### config.mk
export PLATFORM = sky130hd
export DESIGN_NAME = imem_program_loader
export DESIGN_NICKNAME = d
export VERILOG_FILES = /design/src/rtl/imem_program_loader.sv
export SDC_FILE = /design/constraint.sdc
export NUM_CORES = 1
export LEC_CHECK = 0
export ABC_CLOCK_PERIOD_IN_PS = 5000
export CORE_MARGIN = 8
export CORE_UTILIZATION = 45
export DETAILED_ROUTE_END_ITERATION = 10
export GPL_ROUTABILITY_DRIVEN = 0
export PLACE_DENSITY = 0.69
export SLEW_MARGIN = 20
export SYNTH_ARGS = -nofsm -noshare
export SYNTH_HDL_FRONTEND = slang
export SYNTH_SLANG_ARGS = --single-unit
### constraint.sdc
create_clock -name clk -period 5 [get_ports clk]
set_input_delay 1 -clock clk [delete_from_list [all_inputs] [get_ports clk]]
set_output_delay 1 -clock clk [all_outputs]
set_load 0.01 [all_outputs]
### src/rtl/imem_program_loader.sv
// rtl/imem_program_loader.sv - byte-serial framed boot loader writing instruction memory
// Holds the core in reset until a length-framed, XOR-checksummed image has been written.
module imem_program_loader #(
    parameter int          MAX_WORDS = 1024,
    parameter logic [31:0] BASE_ADDR = 32'h0000_0000,
    parameter int          TIMEOUT   = 100000,
    parameter logic [7:0]  SYNC_BYTE = 8'hA5
) (
    input  logic        clk,
    input  logic        rst,
    input  logic        byte_valid,
    input  logic [7:0]  byte_data,
    output logic        imem_we,
    output logic [31:0] imem_addr,
    output logic [31:0] imem_wdata,
    output logic        core_rst,
    output logic        done,
    output logic        err
);

    localparam int TW = $clog2(TIMEOUT + 1);

    typedef enum logic [2:0] {
        S_IDLE, S_LEN0, S_LEN1, S_DATA, S_CHK, S_DONE, S_ERROR
    } state_t;

    state_t        state_q, state_d;
    logic [15:0]   len_q, len_d;
    logic [15:0]   cnt_q, cnt_d;
    logic [1:0]    idx_q, idx_d;
    logic [31:0]   asm_q, asm_d;
    logic [7:0]    chk_q, chk_d;
    logic [TW-1:0] tmo_q, tmo_d;
    logic          we_q, we_d;
    logic [31:0]   addr_q, addr_d;
    logic [31:0]   wdata_q, wdata_d;
    logic [15:0]   len_new;

    assign len_new = {byte_data, len_q[7:0]};

    always_ff @(posedge clk or posedge rst) begin
        if (rst) begin
            state_q <= S_IDLE;
            len_q   <= '0;
            cnt_q   <= '0;
            idx_q   <= '0;
            asm_q   <= '0;
            chk_q   <= '0;
            tmo_q   <= '0;
            we_q    <= 1'b0;
            addr_q  <= BASE_ADDR;
            wdata_q <= '0;
        end else begin
            state_q <= state_d;
            len_q   <= len_d;
            cnt_q   <= cnt_d;
            idx_q   <= idx_d;
            asm_q   <= asm_d;
            chk_q   <= chk_d;
            tmo_q   <= tmo_d;
            we_q    <= we_d;
            addr_q  <= addr_d;
            wdata_q <= wdata_d;
        end
    end

    always_comb begin
        state_d = state_q;
        len_d   = len_q;
        cnt_d   = cnt_q;
        idx_d   = idx_q;
        asm_d   = asm_q;
        chk_d   = chk_q;
        tmo_d   = '0;
        we_d    = 1'b0;
        wdata_d = wdata_q;
        // Address advances the cycle after each write pulse.
        addr_d  = we_q ? addr_q + 32'd4 : addr_q;

        case (state_q)
            S_IDLE, S_ERROR: begin
                if (byte_valid && byte_data == SYNC_BYTE) begin
                    state_d = S_LEN0;
                    chk_d   = '0;
                    cnt_d   = '0;
                    idx_d   = '0;
                    addr_d  = BASE_ADDR;
                end
            end
            S_LEN0: begin
                if (byte_valid) begin
                    len_d[7:0] = byte_data;
                    state_d    = S_LEN1;
                end
            end
            S_LEN1: begin
                if (byte_valid) begin
                    len_d = len_new;
                    if (32'(len_new) > 32'(MAX_WORDS)) begin
                        state_d = S_ERROR;
                    end else if (len_new == 16'd0) begin
                        state_d = S_CHK;
                    end else begin
                        state_d = S_DATA;
                    end
                end
            end
            S_DATA: begin
                if (byte_valid) begin
                    asm_d[{idx_q, 3'b000} +: 8] = byte_data;
                    chk_d = chk_q ^ byte_data;
                    idx_d = idx_q + 2'd1;
                    if (idx_q == 2'd3) begin
                        we_d    = 1'b1;
                        wdata_d = {byte_data, asm_q[23:0]};
                        cnt_d   = cnt_q + 16'd1;
                        if (cnt_q + 16'd1 == len_q) begin
                            state_d = S_CHK;
                        end
                    end
                end
            end
            S_CHK: begin
                if (byte_valid) begin
                    state_d = (byte_data == chk_q) ? S_DONE : S_ERROR;
                end
            end
            default: ;
        endcase

        // Inter-byte idle watchdog while a frame is in progress.
        if (state_q inside {S_LEN0, S_LEN1, S_DATA, S_CHK} && !byte_valid) begin
            if (tmo_q == TW'(TIMEOUT - 1)) begin
                state_d = S_ERROR;
            end else begin
                tmo_d = tmo_q + TW'(1);
            end
        end
    end

    assign imem_we    = we_q;
    assign imem_addr  = addr_q;
    assign imem_wdata = wdata_q;
    assign core_rst   = (state_q != S_DONE);
    assign done       = (state_q == S_DONE);
    assign err        = (state_q == S_ERROR);

endmodule

==> out/summary.log, run 1 <==
INFO  global_route   maximum_number_of_pins_on_one_net_before_global_route_repair=100
INFO  timing         fin_worst_skew=0.00857ns
INFO  timing         whs=0.467ns
INFO  worst_hold_path hold_depth=2
INFO  worst_setup_path r2r_setup_slack=2.30ns
INFO  global_route   groute.usage.overall=0.167
INFO  synthesis      syn_area=7480um^2
INFO  placed_design  placement.io_buffers=76
INFO  cts            clkLatencyLatePin=0.42ns
INFO  cts            cts_root_buf=sky130_fd_sc_hd__clkbuf_16
INFO  placed_design  dpl.hpwl=11.5mm
INFO  synthesis      async_reset_ff_frac=1.00
INFO  detailed_routing length_of_the_first_detailed_routing_pass_in_iterations=5
INFO  cts            cts.sinks=149
INFO  run_status     outcome=finished clean
INFO  detailed_routing routed_wire_length_per_instance=15.6um
INFO  synthesis      most_used_flip_flop_cell_after_synthesis=sky130_fd_sc_hd__dfrtp_1
INFO  die            core_area=16400um^2
INFO  worst_setup_path max_stage_delay=0.87ns
INFO  synthesis      post_synth_num_cell_types=61
INFO  worst_hold_path worstHoldEndpoint=imem_wdata[21]$_DFFE_PP0P_
INFO  timing         max_freq=0.308GHz
INFO  cells_and_area synthToLayoutAreaGrowth=19.6%
INFO  worst_setup_path worstReg2RegStart=cnt_q[0]$_DFFE_PP0P_
INFO  run            max_cap_viol_count=0
INFO  timing         finalHoldViolCount=0
INFO  global_route   first_global_vias=5566
INFO  cells_and_area final_layout_size_suffix_gt1_frac=0.0842
INFO  die            floorplan.die_area=21000um^2
INFO  worst_setup_path worstPathBufferInverterCount=4
INFO  global_route   grt_util_met3=0.0485
INFO  synthesis      number_of_flops_mapped_to_enable_cells_by_yosys=0
INFO  worst_setup_path timing.critical_path.max_delay_family=buffers and inverters
INFO  synthesis      mean_cell_area_of_the_mapped_netlist=9.27um^2
INFO  global_route   grt_pass1_wl=29.1mm
INFO  worst_setup_path crit_chain=clkdlybuf4s50_1 > inv_1 > nor2_2 > buf_4 > nand2_2 > inv_2 > nor2_1 > o21ai_0 > o31ai_1
INFO  cts            postCtsHoldBufs=0
INFO  timing         worst_slew_slack_as_a_fraction_of_its_limit=0.395
INFO  worst_setup_path worstReg2RegEnd=state_q[2]$_DFF_PP0_
INFO  global_route   met1_usage_in_global_routing=0.230
INFO  power_and_ir_drop design_power_total=3.70mW
INFO  die            ios=79
INFO  detailed_routing detailedRoute.firstIterationViolations=490
INFO  detailed_routing avgViaCountPerCell=5.22
INFO  cts            tritoncts_clock_tree=yes
INFO  worst_setup_path worst_ep_required_time=5.28ns
INFO  timing         final_max_slew_viol_count=0
INFO  detailed_routing final_antenna_net_count=0
INFO  global_route   grt_util_met2=0.250
INFO  cells_and_area nNetsFinal=886
INFO  detailed_routing via_count=5742
INFO  cells_and_area antenna_cells_inserted=0
INFO  global_route   antenna_found_initial=0
INFO  worst_setup_path worstPathArrival=3.53ns
INFO  timing         final-setup-viol-count=0
INFO  cts            postCtsSetupRepairBufs=0
INFO  synthesis      ys_warnings=0
INFO  die            chip_height=145um
INFO  worst_setup_path cp-end-kind=register
INFO  power_and_ir_drop peakVddDrop=236uV
INFO  global_route   grt_most_used_layer=met2
INFO  cells_and_area instances_no_fill=1099
INFO  timing         layout_min_cycle_time=3.25ns
INFO  worst_setup_path cp_max_fo=25
INFO  worst_hold_path min_path_type=register to register
INFO  worst_setup_path reg2regPathDepth=7
INFO  timing         tightest_slew=0.905ns
INFO  timing         rsz0062_at_grt=false
INFO  synthesis      synth-seq-area-share=0.499
INFO  die            die_width=145um
INFO  placed_design  placed_cells=1068
INFO  worst_setup_path slowest_stage=sky130_fd_sc_hd__clkdlybuf4s50_1
INFO  global_route   remaining_overflow_grt=0
INFO  cells_and_area fill_cells=1514
INFO  power_and_ir_drop power.density_cell_area=413nW/um^2
INFO  cts            post_cts_resize_count=0
INFO  timing         fin_setup_tns=0ns
INFO  power_and_ir_drop leakage_power_total=3.92nW
INFO  detailed_routing finalWirelength=17.1mm
INFO  synthesis      synth_seq_cells=149
INFO  cts            clock_tree.htree_level_count=4
INFO  cts            cts-root-to-sink-buffers=2
INFO  die            fp-row-count=47
INFO  timing         period_share=0.650
INFO  synthesis      synthCells=807
INFO  worst_setup_path path_class=primary input to register
INFO  worst_setup_path worst_setup_path_start_kind=primary input
INFO  die            start_util=0.456
INFO  detailed_routing remaining_drc_errors=0
INFO  cts            cts_buffers=17
INFO  worst_hold_path hold_path.startpoint=asm_q[21]$_DFFE_PP0P_
INFO  cts            clk_pin_slew_worst_paths=0.06ns
kinds of logic after synthesis:
logic type / after synthesis / share of synthesized area
AOI/OAI and AO/OA: 117 / 0.0875
other: 1 / 0.000501
xor gates and xnor gates: 75 / 0.0878
muxes: 17 / 0.0254
DFF: 149 / 0.499
buffers and inverters: 61 / 0.0402
and+or+nand+nor: 379 / 0.247
adders and majority gates: 8 / 0.0134
state kept, by name (all words and copies together) (netlist names):
| signal | flops |
|---|---|
| imem_wdata | 32 |
| tmo_q | 17 |
| len_q | 16 |
| imem_addr | 30 |
| cnt_q | 16 |
| state_q | 3 |
| asm_q | 24 |
| chk_q | 8 |
| imem_we | 1 |
| idx_q | 2 |
worst max-delay path by stage:
stage | from | slack, ns | endpoint | depth (start not counted)
after floorplan | rst | 2.13 | asm_q[0]$_DFFE_PP0P_ | 1
after global placement | byte_valid | 1.41 | cnt_q[7]$_DFFE_PP0P_ | 9
after detailed placement | byte_valid | 1.34 | cnt_q[5]$_DFFE_PP0P_ | 9
after CTS | byte_valid | 1.78 | cnt_q[5]$_DFFE_PP0P_ | 9
after global routing | byte_valid | 1.55 | cnt_q[15]$_DFFE_PP0P_ | 9
final | byte_valid | 1.75 | cnt_q[7]$_DFFE_PP0P_ | 9
final cells by class:
| type | count | area, um^2 | share of cell area |
|---|---|---|---|
| clock inverters | 13 | 149 | 0.0166 |
| inverters | 15 | 60.1 | 0.00671 |
| flip-flops and latches | 149 | 3730 | 0.417 |
| well taps | 220 | 275 | 0.0308 |
| clock buffers | 18 | 429 | 0.0480 |
| multi-input cells | 598 | 3460 | 0.386 |
| repair buffers | 86 | 848 | 0.0948 |
placed cells by master, fill, tap and decap left out, drive strengths merged, types with 6 or more instances in the layout:
| master | Yosys | layout |
|---|---|---|
| nand4 | 18 | 18 |
| or3 | 8 | 8 |
| nand3 | 28 | 28 |
| xnor2 | 31 | 31 |
| dfrtp | 149 | 149 |
| clkdlybuf4s50 | 0 | 76 |
| a21oi | 18 | 18 |
| nand2 | 190 | 190 |
| buf | 20 | 10 |
| o31ai | 10 | 10 |
| ha | 8 | 8 |
| nor4 | 11 | 11 |
| and4 | 7 | 7 |
| nor2 | 67 | 67 |
| xor2 | 44 | 44 |
| and2 | 6 | 6 |
| clkbuf | 26 | 18 |
| mux2 | 16 | 16 |
| nor3 | 9 | 9 |
| inv | 15 | 18 |
| and3 | 16 | 16 |
| o21ai | 72 | 72 |
power breakdown:
| part | internal [mW] | total [mW] | leakage, nW | switching (mW) |
|---|---|---|---|---|
| Sequential | 1.37 | 1.56 | 1.90 | 0.193 |
| Clock | 0.739 | 1.26 | 0.279 | 0.517 |
| Combinational | 0.417 | 0.882 | 1.74 | 0.465 |
| Total | 2.52 | 3.70 | 3.92 | 1.18 |
worst register-to-register path, stage by stage, from the launching register on:
cell and delay [ns]:
sky130_fd_sc_hd__dfrtp_1 0.51, sky130_fd_sc_hd__ha_1 0.52, sky130_fd_sc_hd__nand3_4 0.19, sky130_fd_sc_hd__nor4_1 0.64
sky130_fd_sc_hd__nor3_1 0.20, sky130_fd_sc_hd__o211ai_1 0.25, sky130_fd_sc_hd__nor4_2 0.10, sky130_fd_sc_hd__a21o_1 0.19
cell usage after synthesis, types with 7 or more instances:
cell,count,area share
sky130_fd_sc_hd__mux2_2,16,0.024
sky130_fd_sc_hd__nand2_1,190,0.095
sky130_fd_sc_hd__nor4_1,7,0.0059
sky130_fd_sc_hd__buf_2,12,0.0080
sky130_fd_sc_hd__xor2_1,44,0.052
sky130_fd_sc_hd__inv_1,14,0.0070
sky130_fd_sc_hd__nor2_1,66,0.033
sky130_fd_sc_hd__dfrtp_1,149,0.50
sky130_fd_sc_hd__nand3_1,26,0.017
sky130_fd_sc_hd__or3_1,8,0.0067
sky130_fd_sc_hd__clkbuf_1,25,0.013
sky130_fd_sc_hd__nand4_1,17,0.014
sky130_fd_sc_hd__a21oi_1,18,0.012
sky130_fd_sc_hd__and3_1,16,0.013
sky130_fd_sc_hd__ha_1,8,0.013
sky130_fd_sc_hd__o21ai_0,70,0.047
sky130_fd_sc_hd__o31ai_1,10,0.010
sky130_fd_sc_hd__xnor2_1,31,0.036
stage by stage:
step	setup slack, ns	cell area (um^2)	utilization
2_1_floorplan	2.13	7490	-
3_3_place_gp	1.41	8370	0.510
3_5_place_dp	1.34	8370	0.510
4_1_cts	1.78	8950	0.545
5_1_grt	1.55	8950	0.545
6_report	1.75	8950	0.545
layer usage:
| metal | share of wire | vias up |
|---|---|---|
| li1 | - | 2847 |
| met1 | 0.48 | 2750 |
| met2 | 0.45 | 131 |
| met3 | 0.054 | 14 |
| met4 | 0.013 | 0 |
| met5 | 0 | - |
Note: power is estimated with default switching activity, not from simulation.
==> run 2, diff against run 1 <==
--- a/config.mk
+++ b/config.mk
@@ -5,12 +5,12 @@
 export SDC_FILE = /design/constraint.sdc
 export NUM_CORES = 1
 export LEC_CHECK = 0
-export ABC_CLOCK_PERIOD_IN_PS = 5000
+export ABC_CLOCK_PERIOD_IN_PS = 3410
 export CORE_MARGIN = 8
 export CORE_UTILIZATION = 45
 export DETAILED_ROUTE_END_ITERATION = 10
 export GPL_ROUTABILITY_DRIVEN = 0
-export PLACE_DENSITY = 0.69
+export PLACE_DENSITY = 0.67
 export SLEW_MARGIN = 20
 export SYNTH_ARGS = -nofsm -noshare
 export SYNTH_HDL_FRONTEND = slang
==> constraint.sdc (replaced) <==
create_clock -name clk -period 3.41 [get_ports clk]
set_input_delay 0.682 -clock clk [delete_from_list [all_inputs] [get_ports clk]]
set_output_delay 0.682 -clock clk [all_outputs]
set_load 0.01 [all_outputs]
==> run 2 against run 1 <==
  * Clock skew fell by 0.0020 ns
  * Wire length fell by 0.76%
  * Non-clock buffer count rose by 8
  * Worst setup slack got worse by 1.0 ns
  * Sequential cell count did not move
  * Count of clock-buffer cells in the layout rose by 4
  * Via count rose by 1.6%
  * Clock power rose by 66%
  * Critical path type is now register to register
  * Critical endpoint is now state_q[2]$_DFF_PP0_
  * Largest cell class unchanged
==> out/summary.log, run 2 (synthesis gave the netlist of run 1 again) <==
INFO  run_status     outcome=finished clean
INFO  cts            clock_tree.htree_level_count=4
INFO  cells_and_area nNetsFinal=894
INFO  worst_hold_path worstHoldEndpoint=imem_wdata[10]$_DFFE_PP0P_
INFO  cells_and_area most-common-layout-cells=sky130_fd_sc_hd__nand2_1, sky130_fd_sc_hd__dfrtp_1, sky130_fd_sc_hd__clkdlybuf4s50_1, sky130_fd_sc_hd__o21ai_0, sky130_fd_sc_hd__nor2_1
INFO  detailed_routing avgViaCountPerCell=5.27
INFO  timing         postLayoutSetupSlackWorst=0.740ns
INFO  die            floorplan.die_area=21000um^2
INFO  detailed_routing routed_wire_length_per_instance=15.4um
INFO  timing         fin_worst_skew=0.00656ns
INFO  timing         final_max_slew_viol_count=0
INFO  placed_design  dpl.hpwl=11.6mm
INFO  cts            cts-root-to-sink-buffers=2
INFO  cells_and_area final_common_cell=sky130_fd_sc_hd__nand2_1
INFO  cts            tritoncts_clock_tree=yes
INFO  timing         fin_setup_tns=0ns
INFO  die            ios=79
INFO  die            start_util=0.456
INFO  worst_setup_path worstReg2RegEnd=state_q[2]$_DFF_PP0_
INFO  timing         tightest_slew=0.880ns
INFO  global_route   first_global_vias=5858
INFO  timing         period_share=0.783
INFO  worst_setup_path worstReg2RegStart=cnt_q[0]$_DFFE_PP0P_
INFO  timing         layout_min_cycle_time=2.67ns
INFO  worst_hold_path min_path_type=register to register
INFO  placed_design  detailed_place.area=8440um^2
INFO  cells_and_area finish.utilization=0.554
INFO  die            die_width=145um
INFO  timing         rsz0062_at_grt=false
INFO  die            chip_height=145um
INFO  power_and_ir_drop design_power_total=5.69mW
INFO  timing         worst_slew_slack_as_a_fraction_of_its_limit=0.411
INFO  worst_setup_path r2r_setup_slack=0.74ns
INFO  cells_and_area instances_no_fill=1108
INFO  worst_hold_path hold_depth=2
INFO  worst_setup_path worstPathArrival=2.98ns
INFO  cts            cts_root_buf=sky130_fd_sc_hd__clkbuf_16
INFO  cells_and_area postLayoutCellArea=9100um^2
INFO  worst_setup_path cp_max_fo=11
INFO  timing         whs=0.471ns
INFO  run            max_cap_viol_count=0
INFO  power_and_ir_drop leakage_power_total=4.00nW
INFO  timing         max_freq=0.375GHz
INFO  detailed_routing detailedRoute.firstIterationViolations=384
INFO  global_route   maximum_number_of_pins_on_one_net_before_global_route_repair=53
INFO  cts            cts.sinks=149
INFO  cells_and_area synthToLayoutAreaGrowth=21.6%
INFO  cts            post_cts_resize_count=0
INFO  timing         final-setup-viol-count=0
INFO  timing         finalHoldViolCount=0
INFO  cells_and_area fill_cells=1453
INFO  cts            cts_buffers=17
INFO  cells_and_area final_layout_size_suffix_gt1_frac=0.0912
INFO  worst_setup_path cp-end-kind=register
INFO  global_route   grt_pass1_wl=29.3mm
INFO  worst_setup_path path_class=register to register
INFO  placed_design  pre_cts_ws=0.507ns
INFO  die            fp-row-count=47
INFO  global_route   remaining_overflow_grt=0
INFO  detailed_routing length_of_the_first_detailed_routing_pass_in_iterations=5
INFO  worst_setup_path worst_setup_path_start_kind=register
INFO  worst_setup_path worst_ep_required_time=3.72ns
INFO  cells_and_area antenna_cells_inserted=0
INFO  cts            clkLatencyLatePin=0.42ns
INFO  detailed_routing remaining_drc_errors=0
INFO  detailed_routing final_antenna_net_count=0
INFO  cts            postCtsHoldBufs=0
INFO  cts            postCtsSetupRepairBufs=0
INFO  cells_and_area largest_reg_flops=32
INFO  global_route   antenna_found_initial=0
INFO  die            core_area=16400um^2
INFO  cts            clk_pin_slew_worst_paths=0.06ns
INFO  worst_setup_path reg2regPathDepth=7
INFO  global_route   groute.usage.overall=0.168
INFO  placed_design  placed_cells=1076
INFO  placed_design  placement.io_buffers=76
INFO  power_and_ir_drop peakVddDrop=389uV
INFO  detailed_routing via_count=5836
INFO  power_and_ir_drop power.density_cell_area=625nW/um^2
INFO  detailed_routing finalWirelength=17.0mm
INFO  worst_hold_path hold_path.startpoint=asm_q[10]$_DFFE_PP0P_
-- run 2: changes by cell type in the layout (fill, tap and decap cells not counted), moves of 2 or more --
cell and delta:
sky130_fd_sc_hd__clkbuf_1 +2, sky130_fd_sc_hd__clkinv_2 -2, sky130_fd_sc_hd__clkbuf_8 +2, sky130_fd_sc_hd__bufinv_16 +3
sky130_fd_sc_hd__buf_4 +7, sky130_fd_sc_hd__clkinv_4 -2
-- run 2: worst max-delay path by stage --
stage	slack, ns	start	to
floorplan	0.85	rst	asm_q[0]$_DFFE_PP0P_
global placement	0.51	byte_valid	state_q[1]$_DFF_PP0_
detailed placement	0.51	byte_valid	state_q[1]$_DFF_PP0_
CTS	0.74	state_q[2]$_DFF_PP0_	err
global route	0.52	cnt_q[0]$_DFFE_PP0P_	state_q[2]$_DFF_PP0_
finish	0.74	cnt_q[0]$_DFFE_PP0P_	state_q[2]$_DFF_PP0_
-- run 2: critical path, cell delays in order (launching register included) --
cell,delay (ns)
sky130_fd_sc_hd__dfrtp_1,0.48
sky130_fd_sc_hd__ha_1,0.50
sky130_fd_sc_hd__nand3_4,0.18
sky130_fd_sc_hd__nor4_1,0.74
sky130_fd_sc_hd__nor3_1,0.13
sky130_fd_sc_hd__o211ai_1,0.23
sky130_fd_sc_hd__nor4_2,0.11
sky130_fd_sc_hd__a21o_1,0.19
-- run 2: routing by layer --
layer	wire, um	share of wire	track usage	vias to the layer above
met5	0	0	0	-
met4	298	0.018	0.0584	0
met3	1040	0.061	0.0529	30
met2	7630	0.45	0.264	133
met1	8040	0.47	0.216	2808
li1	-	-	-	2865
-- run 2: cell type report --
| class | count | area, um^2 | share of cell area |
|---|---|---|---|
| clock buffers | 22 | 464 | 0.0510 |
| clock inverters | 10 | 193 | 0.0212 |
| inverters | 15 | 60.1 | 0.00660 |
| multi-input cells | 598 | 3460 | 0.380 |
| flip-flops and latches | 149 | 3730 | 0.410 |
| well taps | 220 | 275 | 0.0303 |
| repair buffers | 94 | 921 | 0.101 |
-- run 2: where the power goes --
| group | total [mW] | leakage [nW] | switching (mW) | internal (mW) |
|---|---|---|---|---|
| combinational | 1.31 | 1.79 | 0.687 | 0.619 |
| sequential | 2.29 | 1.90 | 0.285 | 2.00 |
| clock | 2.09 | 0.316 | 0.745 | 1.35 |
| total | 5.69 | 4.00 | 1.72 | 3.97 |
==> run 3, diff against run 2 <==
--- a/config.mk
+++ b/config.mk
@@ -5,12 +5,12 @@
 export SDC_FILE = /design/constraint.sdc
 export NUM_CORES = 1
 export LEC_CHECK = 0
-export ABC_CLOCK_PERIOD_IN_PS = 3410
+export ABC_CLOCK_PERIOD_IN_PS = 2450
 export CORE_MARGIN = 8
 export CORE_UTILIZATION = 45
 export DETAILED_ROUTE_END_ITERATION = 10
 export GPL_ROUTABILITY_DRIVEN = 0
-export PLACE_DENSITY = 0.67
+export PLACE_DENSITY = 0.69
 export SLEW_MARGIN = 20
 export SYNTH_ARGS = -nofsm -noshare
 export SYNTH_HDL_FRONTEND = slang
==> constraint.sdc (replaced) <==
create_clock -name clk -period 2.45 [get_ports clk]
set_input_delay 0.49 -clock clk [delete_from_list [all_inputs] [get_ports clk]]
set_output_delay 0.49 -clock clk [all_outputs]
set_load 0.01 [all_outputs]
==> run 3 against run 2 <==
  * Global-route usage grew 0.46 points
  * Non-clock buffer count is 17 higher
  * Sequential power increased by 38%
  * Clock skew is 0.0025 ns higher
  * Register-to-register slack worse by 0.46 ns
==> out/summary.log, run 3 (synthesis gave the netlist of run 1 again) <==
INFO  timing         final_max_slew_viol_count=0
INFO  worst_setup_path cp-end-kind=output port
INFO  timing         final-setup-viol-count=0
INFO  run_status     outcome=finished clean
INFO  worst_setup_path worst_setup_path_start_kind=register
INFO  power_and_ir_drop pwr-share-comb=0.246
INFO  timing         worst_slew_slack_as_a_fraction_of_its_limit=0.386
INFO  worst_setup_path worstReg2RegStart=cnt_q[2]$_DFFE_PP0P_
INFO  global_route   first_global_vias=5813
INFO  cells_and_area finish.utilization=0.559
INFO  worst_setup_path worstPathArrival=1.85ns
INFO  worst_setup_path reg2regPathDepth=8
INFO  worst_hold_path min_path_type=register to register
INFO  worst_setup_path worstSetupEndpoint=err
INFO  cells_and_area most-common-layout-cells=sky130_fd_sc_hd__nand2_1, sky130_fd_sc_hd__dfrtp_1, sky130_fd_sc_hd__clkdlybuf4s50_1, sky130_fd_sc_hd__o21ai_0, sky130_fd_sc_hd__nor2_1
INFO  placed_design  dpl.hpwl=11.9mm
INFO  die            chip_height=145um
INFO  global_route   maximum_number_of_pins_on_one_net_before_global_route_repair=79
INFO  detailed_routing final_antenna_net_count=0
INFO  detailed_routing routed_wire_length_per_instance=15.7um
INFO  timing         whs=0.464ns
INFO  cells_and_area antenna_cells_inserted=0
INFO  detailed_routing length_of_the_first_detailed_routing_pass_in_iterations=5
INFO  global_route   groute.usage.overall=0.173
INFO  timing         fin_worst_skew=0.00910ns
INFO  cts            clk_pin_slew_worst_paths=0.06ns
INFO  power_and_ir_drop sequential_share_of_power=0.413
INFO  cts            clock_tree.htree_level_count=4
INFO  cts            cts.sinks=149
INFO  timing         finalHoldViolCount=0
INFO  global_route   remaining_overflow_grt=0
INFO  power_and_ir_drop power.density_cell_area=836nW/um^2
INFO  timing         max_freq=0.428GHz
INFO  timing         layout_min_cycle_time=2.34ns
INFO  worst_setup_path worst_ep_required_time=1.96ns
INFO  detailed_routing finalWirelength=17.6mm
INFO  worst_setup_path startpoint=state_q[0]$_DFF_PP0_
INFO  power_and_ir_drop design_power_total=7.67mW
INFO  detailed_routing detailedRoute.firstIterationViolations=378
INFO  worst_setup_path r2r_setup_slack=0.28ns
INFO  die            floorplan.die_area=21000um^2
INFO  cells_and_area final_common_cell=sky130_fd_sc_hd__nand2_1
INFO  cts            tritoncts_clock_tree=yes
INFO  detailed_routing remaining_drc_errors=0
INFO  run            max_cap_viol_count=0
INFO  timing         rsz0062_at_grt=false
INFO  power_and_ir_drop peakVddDrop=493uV
INFO  cts            postCtsSetupRepairBufs=0
INFO  die            start_util=0.456
INFO  timing         tightest_slew=0.918ns
INFO  global_route   grt_pass1_wl=30.0mm
INFO  power_and_ir_drop cell_internal_power=5.24mW
INFO  cells_and_area synthToLayoutAreaGrowth=22.7%
INFO  detailed_routing avgViaCountPerCell=5.25
INFO  power_and_ir_drop leakage_power_total=4.05nW
INFO  cts            cts_buffers=17
INFO  cells_and_area final_layout_size_suffix_gt1_frac=0.112
INFO  cts            clkLatencyLatePin=0.43ns
INFO  die            ios=79
INFO  cells_and_area nNetsFinal=911
INFO  detailed_routing via_count=5911
INFO  cts            cts_root_buf=sky130_fd_sc_hd__clkbuf_16
INFO  timing         period_share=0.954
INFO  placed_design  placement.io_buffers=76
INFO  cts            cts-root-to-sink-buffers=2
INFO  global_route   antenna_found_initial=1
INFO  power_and_ir_drop clkPwrFrac=0.341
INFO  die            die_width=145um
INFO  power_and_ir_drop net-switching-power=2.43mW
INFO  power_and_ir_drop switching_share=0.317
INFO  cells_and_area largest_reg_flops=32
INFO  worst_setup_path worstReg2RegEnd=state_q[1]$_DFF_PP0_
INFO  die            fp-row-count=47
INFO  worst_setup_path cp_max_fo=10
INFO  worst_setup_path path_class=register to output port
INFO  die            core_area=16400um^2
run 3: worst max-delay path, stage by stage (launching register included):
cell and delay (ns):
sky130_fd_sc_hd__dfrtp_2 0.49, sky130_fd_sc_hd__nand2b_1 0.21, sky130_fd_sc_hd__nor2_1 0.16, sky130_fd_sc_hd__clkdlybuf4s50_1 0.57
run 3: metrics by stage:
step | setup WS [ns] | instance area, um^2 | cells | TNS (ns)
2_1_floorplan | 0.0850 | 7490 | 808 | 0
3_3_place_gp | -0.142 | 8580 | 1093 | -1.89
3_5_place_dp | -0.206 | 8580 | 1093 | -3.18
4_1_cts | 0.0328 | 9170 | 1125 | 0
5_1_grt | 0.0156 | 9180 | 1125 | 0
6_report | 0.114 | 9180 | 1125 | 0
run 3: how the worst min path moves through the flow:
stage,from,to,slack [ns],depth (start not counted)
after floorplan,asm_q[0]$_DFFE_PP0P_,imem_wdata[0]$_DFFE_PP0P_,0.44,2
after global placement,asm_q[18]$_DFFE_PP0P_,imem_wdata[18]$_DFFE_PP0P_,0.45,2
after detailed placement,asm_q[3]$_DFFE_PP0P_,imem_wdata[3]$_DFFE_PP0P_,0.46,2
after CTS,asm_q[3]$_DFFE_PP0P_,imem_wdata[3]$_DFFE_PP0P_,0.47,2
after global routing,asm_q[2]$_DFFE_PP0P_,imem_wdata[2]$_DFFE_PP0P_,0.49,2
final,asm_q[3]$_DFFE_PP0P_,imem_wdata[3]$_DFFE_PP0P_,0.46,2
run 3: cell type report:
type | count | area (um^2)
Inverter | 15 | 60.1
Multi-Input combinational cell | 598 | 3460
Timing Repair Buffer | 111 | 1060
Clock buffer | 20 | 447
Sequential cell | 149 | 3730
Tap cell | 220 | 275
Fill cell | 1452 | 7230
Clock inverter | 12 | 144
run 3: power groups by stage:
stage	combinational [mW]	clock [mW]	sequential (mW)
after floorplan	1.26	0	3.15
after global placement	1.86	0	3.19
after detailed placement	1.90	0	3.20
after CTS	1.91	2.67	3.16
after global routing	2.12	2.78	3.22
final	1.89	2.61	3.16
run 3: repair_timing:
action | CTS | global route
setup endpoints to repair | 0 | 2
hold buffers | 0 | 0
resized for setup | 0 | 2
run 3: layer usage:
metal  global-route usage  part of all wire
met5                    0           0.00079
met4               0.0489             0.013
met3               0.0513             0.057
met2                0.264              0.45
met1                0.233              0.48
==> edit 1 (config.mk and constraints of run 1) <==
Add an input register stage for `byte_valid` and `byte_data`; this delays them by one clock.
--- a/src/rtl/imem_program_loader.sv
+++ b/src/rtl/imem_program_loader.sv
@@ -25,4 +25,12 @@
     } state_t;
 
+    logic byte_valid_q;
+    logic [7:0] byte_data_q;
+
+    always_ff @(posedge clk) begin
+        byte_valid_q <= byte_valid;
+        byte_data_q  <= byte_data;
+    end
+
     state_t        state_q, state_d;
     logic [15:0]   len_q, len_d;
@@ -37,5 +45,5 @@
     logic [15:0]   len_new;
 
-    assign len_new = {byte_data, len_q[7:0]};
+    assign len_new = {byte_data_q, len_q[7:0]};
 
     always_ff @(posedge clk or posedge rst) begin
@@ -80,5 +88,5 @@
         case (state_q)
             S_IDLE, S_ERROR: begin
-                if (byte_valid && byte_data == SYNC_BYTE) begin
+                if (byte_valid_q && byte_data_q == SYNC_BYTE) begin
                     state_d = S_LEN0;
                     chk_d   = '0;
@@ -89,11 +97,11 @@
             end
             S_LEN0: begin
-                if (byte_valid) begin
-                    len_d[7:0] = byte_data;
+                if (byte_valid_q) begin
+                    len_d[7:0] = byte_data_q;
                     state_d    = S_LEN1;
                 end
             end
             S_LEN1: begin
-                if (byte_valid) begin
+                if (byte_valid_q) begin
                     len_d = len_new;
                     if (32'(len_new) > 32'(MAX_WORDS)) begin
@@ -107,11 +115,11 @@
             end
             S_DATA: begin
-                if (byte_valid) begin
-                    asm_d[{idx_q, 3'b000} +: 8] = byte_data;
-                    chk_d = chk_q ^ byte_data;
+                if (byte_valid_q) begin
+                    asm_d[{idx_q, 3'b000} +: 8] = byte_data_q;
+                    chk_d = chk_q ^ byte_data_q;
                     idx_d = idx_q + 2'd1;
                     if (idx_q == 2'd3) begin
                         we_d    = 1'b1;
-                        wdata_d = {byte_data, asm_q[23:0]};
+                        wdata_d = {byte_data_q, asm_q[23:0]};
                         cnt_d   = cnt_q + 16'd1;
                         if (cnt_q + 16'd1 == len_q) begin
@@ -122,6 +130,6 @@
             end
             S_CHK: begin
-                if (byte_valid) begin
-                    state_d = (byte_data == chk_q) ? S_DONE : S_ERROR;
+                if (byte_valid_q) begin
+                    state_d = (byte_data_q == chk_q) ? S_DONE : S_ERROR;
                 end
             end
@@ -130,5 +138,5 @@
 
         // Inter-byte idle watchdog while a frame is in progress.
-        if (state_q inside {S_LEN0, S_LEN1, S_DATA, S_CHK} && !byte_valid) begin
+        if (state_q inside {S_LEN0, S_LEN1, S_DATA, S_CHK} && !byte_valid_q) begin
             if (tmo_q == TW'(TIMEOUT - 1)) begin
                 state_d = S_ERROR;
Behaviour: not the same (a bounded check fails within 4 cycles, from zero or initial values and one cycle with rst high).
==> edit 1 against run 1 <==
Power is 0.53% higher. Clock power is 11% higher. Wire length is 0.90% higher. Setup slack better by 420 ps. Hold slack worse by 8.3 ps. Area after synthesis is 0.35% higher. Final area is 0.99% higher. Non-clock buffer count is 6 lower. Sequential cell count is 9 higher. Register-to-register slack worse by 130 ps. Critical endpoint is now state_q[1].
==> edit 1: results (changes against run 1) <==
** Placement
- The worst slack after detailed placement was 2220 ps (+882 ps).
- The final HPWL from detailed placement came to 11600 um (+1.2%).
- The number of placed instances, taps included came to 1040 (-2.6%).
- Count of input and output buffers :: 76 (unchanged)

** GRT
- Wire length of the first global-routing pass :: 29400 um (+1.3%)
- The combined global-route utilization of all metal layers came to 0.170 (+0.00364).
- Initial antenna violation count :: 0 (unchanged)
- The via count of the first global-routing pass is 5647 (+1.5%).
- The largest net degree at the start of global routing was 123 (+23%).

** Yosys
- The gate count of the mapped netlist came to 782 (-3.1%).
- Most frequent cells after synthesis :: nand2_1, dfrtp_1, nor2_1
- Post-synthesis cell type count :: 59 (-3.3%)
- By area the synthesized netlist is led by dfrtp_1, nand2_1, xor2_1.
- Portion of the post-synthesis area used by sequential elements :: 0.521 (+0.0223)
- Async S/R FF share, synth :: 0.943 (-0.0570)

** Critical path
- The maximum single-stage delay on the critical path is 520 ps (-350 ps).
- The maximum fanout along the worst path is 7 (-72%).
- Worst setup path startpoint :: cnt_q[0]
- Slowest CP cell :: or4_4
- Data arrival time at the worst-slack endpoint :: 3140 ps (-390 ps)
- Largest delay share family, worst path :: simple AND/OR/NAND/NOR gates

** Drt
- Vias per cell :: 5.32 (+1.9%)
- Detailed-route wire length :: 17300 um (+0.90%)
- Detailed router's first-iteration violation count :: 274 (-44%)

** Hold path
- Startpoint of the worst hold path :: tmo_q[0]

** Clock network
- Number of buffers on the longest clock path :: 2 (unchanged)
- Post-CTS Resized :: 0 (unchanged)
- Number of CTS-inserted buffers :: 17 (unchanged)
- Post-CTS Repair Setup Buffers :: 0 (unchanged)

** Layout
- Number of nets at the end of the flow :: 858 (-3.2%)
- Max FFs per register :: 32 (unchanged)
- Number of fillers in the final layout :: 1431 (-5.5%)
- Filler-free cell count of the finished design :: 1072 (-2.5%)
- The share of layout cells above drive strength 1 came to 0.0810 (-0.00320).

** Timing
- Clk_skew :: 7.79 ps (-0.779 ps)
- Worst slew pin tran :: 943 ps (+37.7 ps)

** Pwr
- Peak supply drop :: 0.278 mV (+18%)
- Leak :: 4.01 nW (+2.2%)

** Status
- Status :: finished, final reports clean
edit 1: metrics by stage:
step | area, um^2 | util
CTS | 9030 | 0.549
floorplan | 7510 | -
detailed placement | 8400 | 0.510
global route | 9030 | 0.549
finish | 9030 | 0.549
global placement | 8400 | 0.510
edit 1: logic make-up after synthesis:
family / count (synthesis) / share of synthesized area
AOI/OAI and AO/OA: 111 / 0.0862
xor gates and xnor gates: 70 / 0.0817
adders and majority gates: 8 / 0.0133
buffers and inverters: 53 / 0.0320
DFF: 158 / 0.521
muxes: 27 / 0.0400
other: 1 / 0.000500
and+or+nand+nor: 354 / 0.225
edit 1: final timing paths:
kind                       slack, ps  cells past startpoint      endpoint
max                             2170                      7    state_q[1]
min                              460                      1      tmo_q[0]
max reg2reg                     2170                      7    state_q[1]
min reg2reg                      460                      1      tmo_q[0]
max in group asynchronous       2950                      3     cnt_q[14]
min in group asynchronous       1030                      2  imem_addr[5]
edit 1: cell type report:
type                            instances  share of cell area
Clock buffer                           21              0.0499
Clock inverter                         11              0.0209
Inverter                               10             0.00457
Multi-Input combinational cell        572               0.373
Sequential cell                       158               0.433
Tap cell                              220              0.0305
Timing Repair Buffer                   80              0.0889
edit 1: per-layer routing:
| layer | up-vias | track usage | share of wire |
|---|---|---|---|
| li1 | 2772 | - | - |
| met1 | 2760 | 0.231 | 0.48 |
| met2 | 147 | 0.257 | 0.45 |
| met3 | 26 | 0.0442 | 0.051 |
| met4 | 0 | 0.0666 | 0.022 |
| met5 | - | 0 | 0 |
edit 1: report_power, final:
group / switching, W / internal [W] / total [W]
combinational: 0.000341 / 0.000325 / 0.000666
clock: 0.000500 / 0.000897 / 0.00140
sequential: 0.000200 / 0.00146 / 0.00166
total: 0.00104 / 0.00268 / 0.00372
==> edit 2 (settings of run 1) <==
Without the edit above. The parameter `MAX_WORDS` goes from 1024 to 768.
--- a/src/rtl/imem_program_loader.sv
+++ b/src/rtl/imem_program_loader.sv
@@ -2,5 +2,5 @@
 // Holds the core in reset until a length-framed, XOR-checksummed image has been written.
 module imem_program_loader #(
-    parameter int          MAX_WORDS = 1024,
+    parameter int          MAX_WORDS = 768,
     parameter logic [31:0] BASE_ADDR = 32'h0000_0000,
     parameter int          TIMEOUT   = 100000,
Function: changed (Yosys sat finds a counterexample within 4 cycles, from zero or initial values and one cycle with rst high).
==> edit 2 against run 1 <==
Non-clock buffer count down 2. Power rose by 16%. Sequential share of layout area up 0.41 points. Sequential power is 14% higher. Sequential cell count did not move. Final area down 0.98%. Wire length down 3.5%. Setup slack worse by 93 ps. Area after synthesis decreased by 2.7%. Global-route usage grew 0.45 points. Critical path type unchanged.
==> edit 2: results (changes against run 1) <==
** Layout
- The fraction of area in non-clock buffers was 0.0941 (-0.000757).
- Share of post-route cells with drive strength above 1 :: 0.0665 (-0.0177)
- Number of nets at the end of the flow :: 878 (-0.90%)
- Number of non-clock buffers in the layout :: 84 (-2.3%)
- The count of multi-input combinational gates came to 594 (-0.67%).
- The filler cell count in the final layout came to 1424 (-5.9%).
- The count of inverters other than clock inverters in the layout was 13 (-2).
- The share of cell area taken by multi-input logic gates came to 0.377 (-0.00974).
- Clock tree buffer count of the final layout :: 20 (+2)
- Sequential cell count :: 149 (unchanged)

** GRT
- Vias in the first global route :: 5640 (+1.3%)
- The combined global-route utilization of all metal layers came to 0.171 (+0.00447).
- GR met1 Demand/Resource :: 0.233 (+0.00380)
- Met2 Usage GRT :: 0.262 (+0.0123)
- Met3 Usage GRT :: 0.0367 (-0.0118)
- Wire length of the first global-routing pass :: 28000 um (-3.5%)

** Placement
- The worst slack after detailed placement is 1210 ps (-130 ps).
- Cell Count Post-Placement :: 1056 (-1.1%)
- The final HPWL from detailed placement is 11200 um (-2.5%).

** Status
- Status :: finished, final reports clean

** Drt
- The routed length on met2 is 7370 um (-5.0%).
- Routed wl met3 :: 816 um (-13%)
- The routed length per instance is 15.2 um (-2.5%).
- Detailed router's first-iteration violation count :: 323 (-34%)
- Vias per cell :: 5.22 (-0.11%)
- Detailed-route wire length :: 16500 um (-3.5%)

** Die
- Area of the die :: 20500 um^2 (-2.4%)

** Yosys
- Post-synthesis cell type count :: 52 (-15%)
- The number of synthesis warnings is 0 (unchanged).
- Post-synthesis average cell area :: 9.14 um^2 (-1.4%)
- Sorting the synthesized cells by how often they occur yields nand2_1, dfrtp_1, nor2_1.
- Biggest area contributors in the synthesized netlist :: dfrtp_1, nand2_1, o21ai_0

** Timing
- Relative max-transition margin :: 0.303 (-0.0926)
- The final setup skew is 9.86 ps (+1.29 ps).

** Pwr
- Power of the combinational group :: 0.00114 W (+29%)
- Sequential-cell power consumption :: 0.00178 W (+14%)
- The power spent charging and discharging nets came to 0.00135 W (+15%).

** Critical path
- Worst setup path startpoint :: byte_data[4]
- Reg2Reg Launch Point :: cnt_q[0]
- The maximum fanout along the worst path was 35 (+40%).
- Largest delay share family, worst path :: simple AND/OR/NAND/NOR gates
- Crit-path max cell delay :: 640 ps (-230 ps)
- Data arrival time at the worst-slack endpoint :: 3640 ps (+110 ps)

** Clock network
- Clock Root Buffer :: clkbuf_16

** Hold path
- Startpoint of the worst hold path :: asm_q[20]
[edit 2: path summary, 6_finish.rpt]
path	depth (start not counted)	slack, ps	to
min reg2reg	2	470	imem_wdata[20]
min in group asynchronous	2	970	imem_wdata[8]
max reg2reg	7	2280	state_q[2]
max	8	1660	chk_q[7]
max in group asynchronous	3	3060	state_q[2]
min	2	470	imem_wdata[20]
[edit 2: cell families (layout without fill, tap and decap cells)]
family | after synthesis | in the layout | synth area share
other | 1 | 2 | 0.000516
adders and majority gates | 8 | 8 | 0.0138
and+or+nand+nor | 387 | 387 | 0.240
buffers and inverters | 54 | 129 | 0.0298
muxes | 17 | 17 | 0.0260
DFF | 149 | 149 | 0.513
AOI/OAI and AO/OA | 107 | 107 | 0.0838
xor gates and xnor gates | 73 | 73 | 0.0937
[edit 2: per-stage QoR]
stage	total power (W)	instance area (um^2)	hold slack, ps
global route	0.00454	8860	493
CTS	0.00433	8860	468
global placement	0.00290	8220	445
finish	0.00429	8860	466
floorplan	0.00243	7280	439
detailed placement	0.00293	8220	453
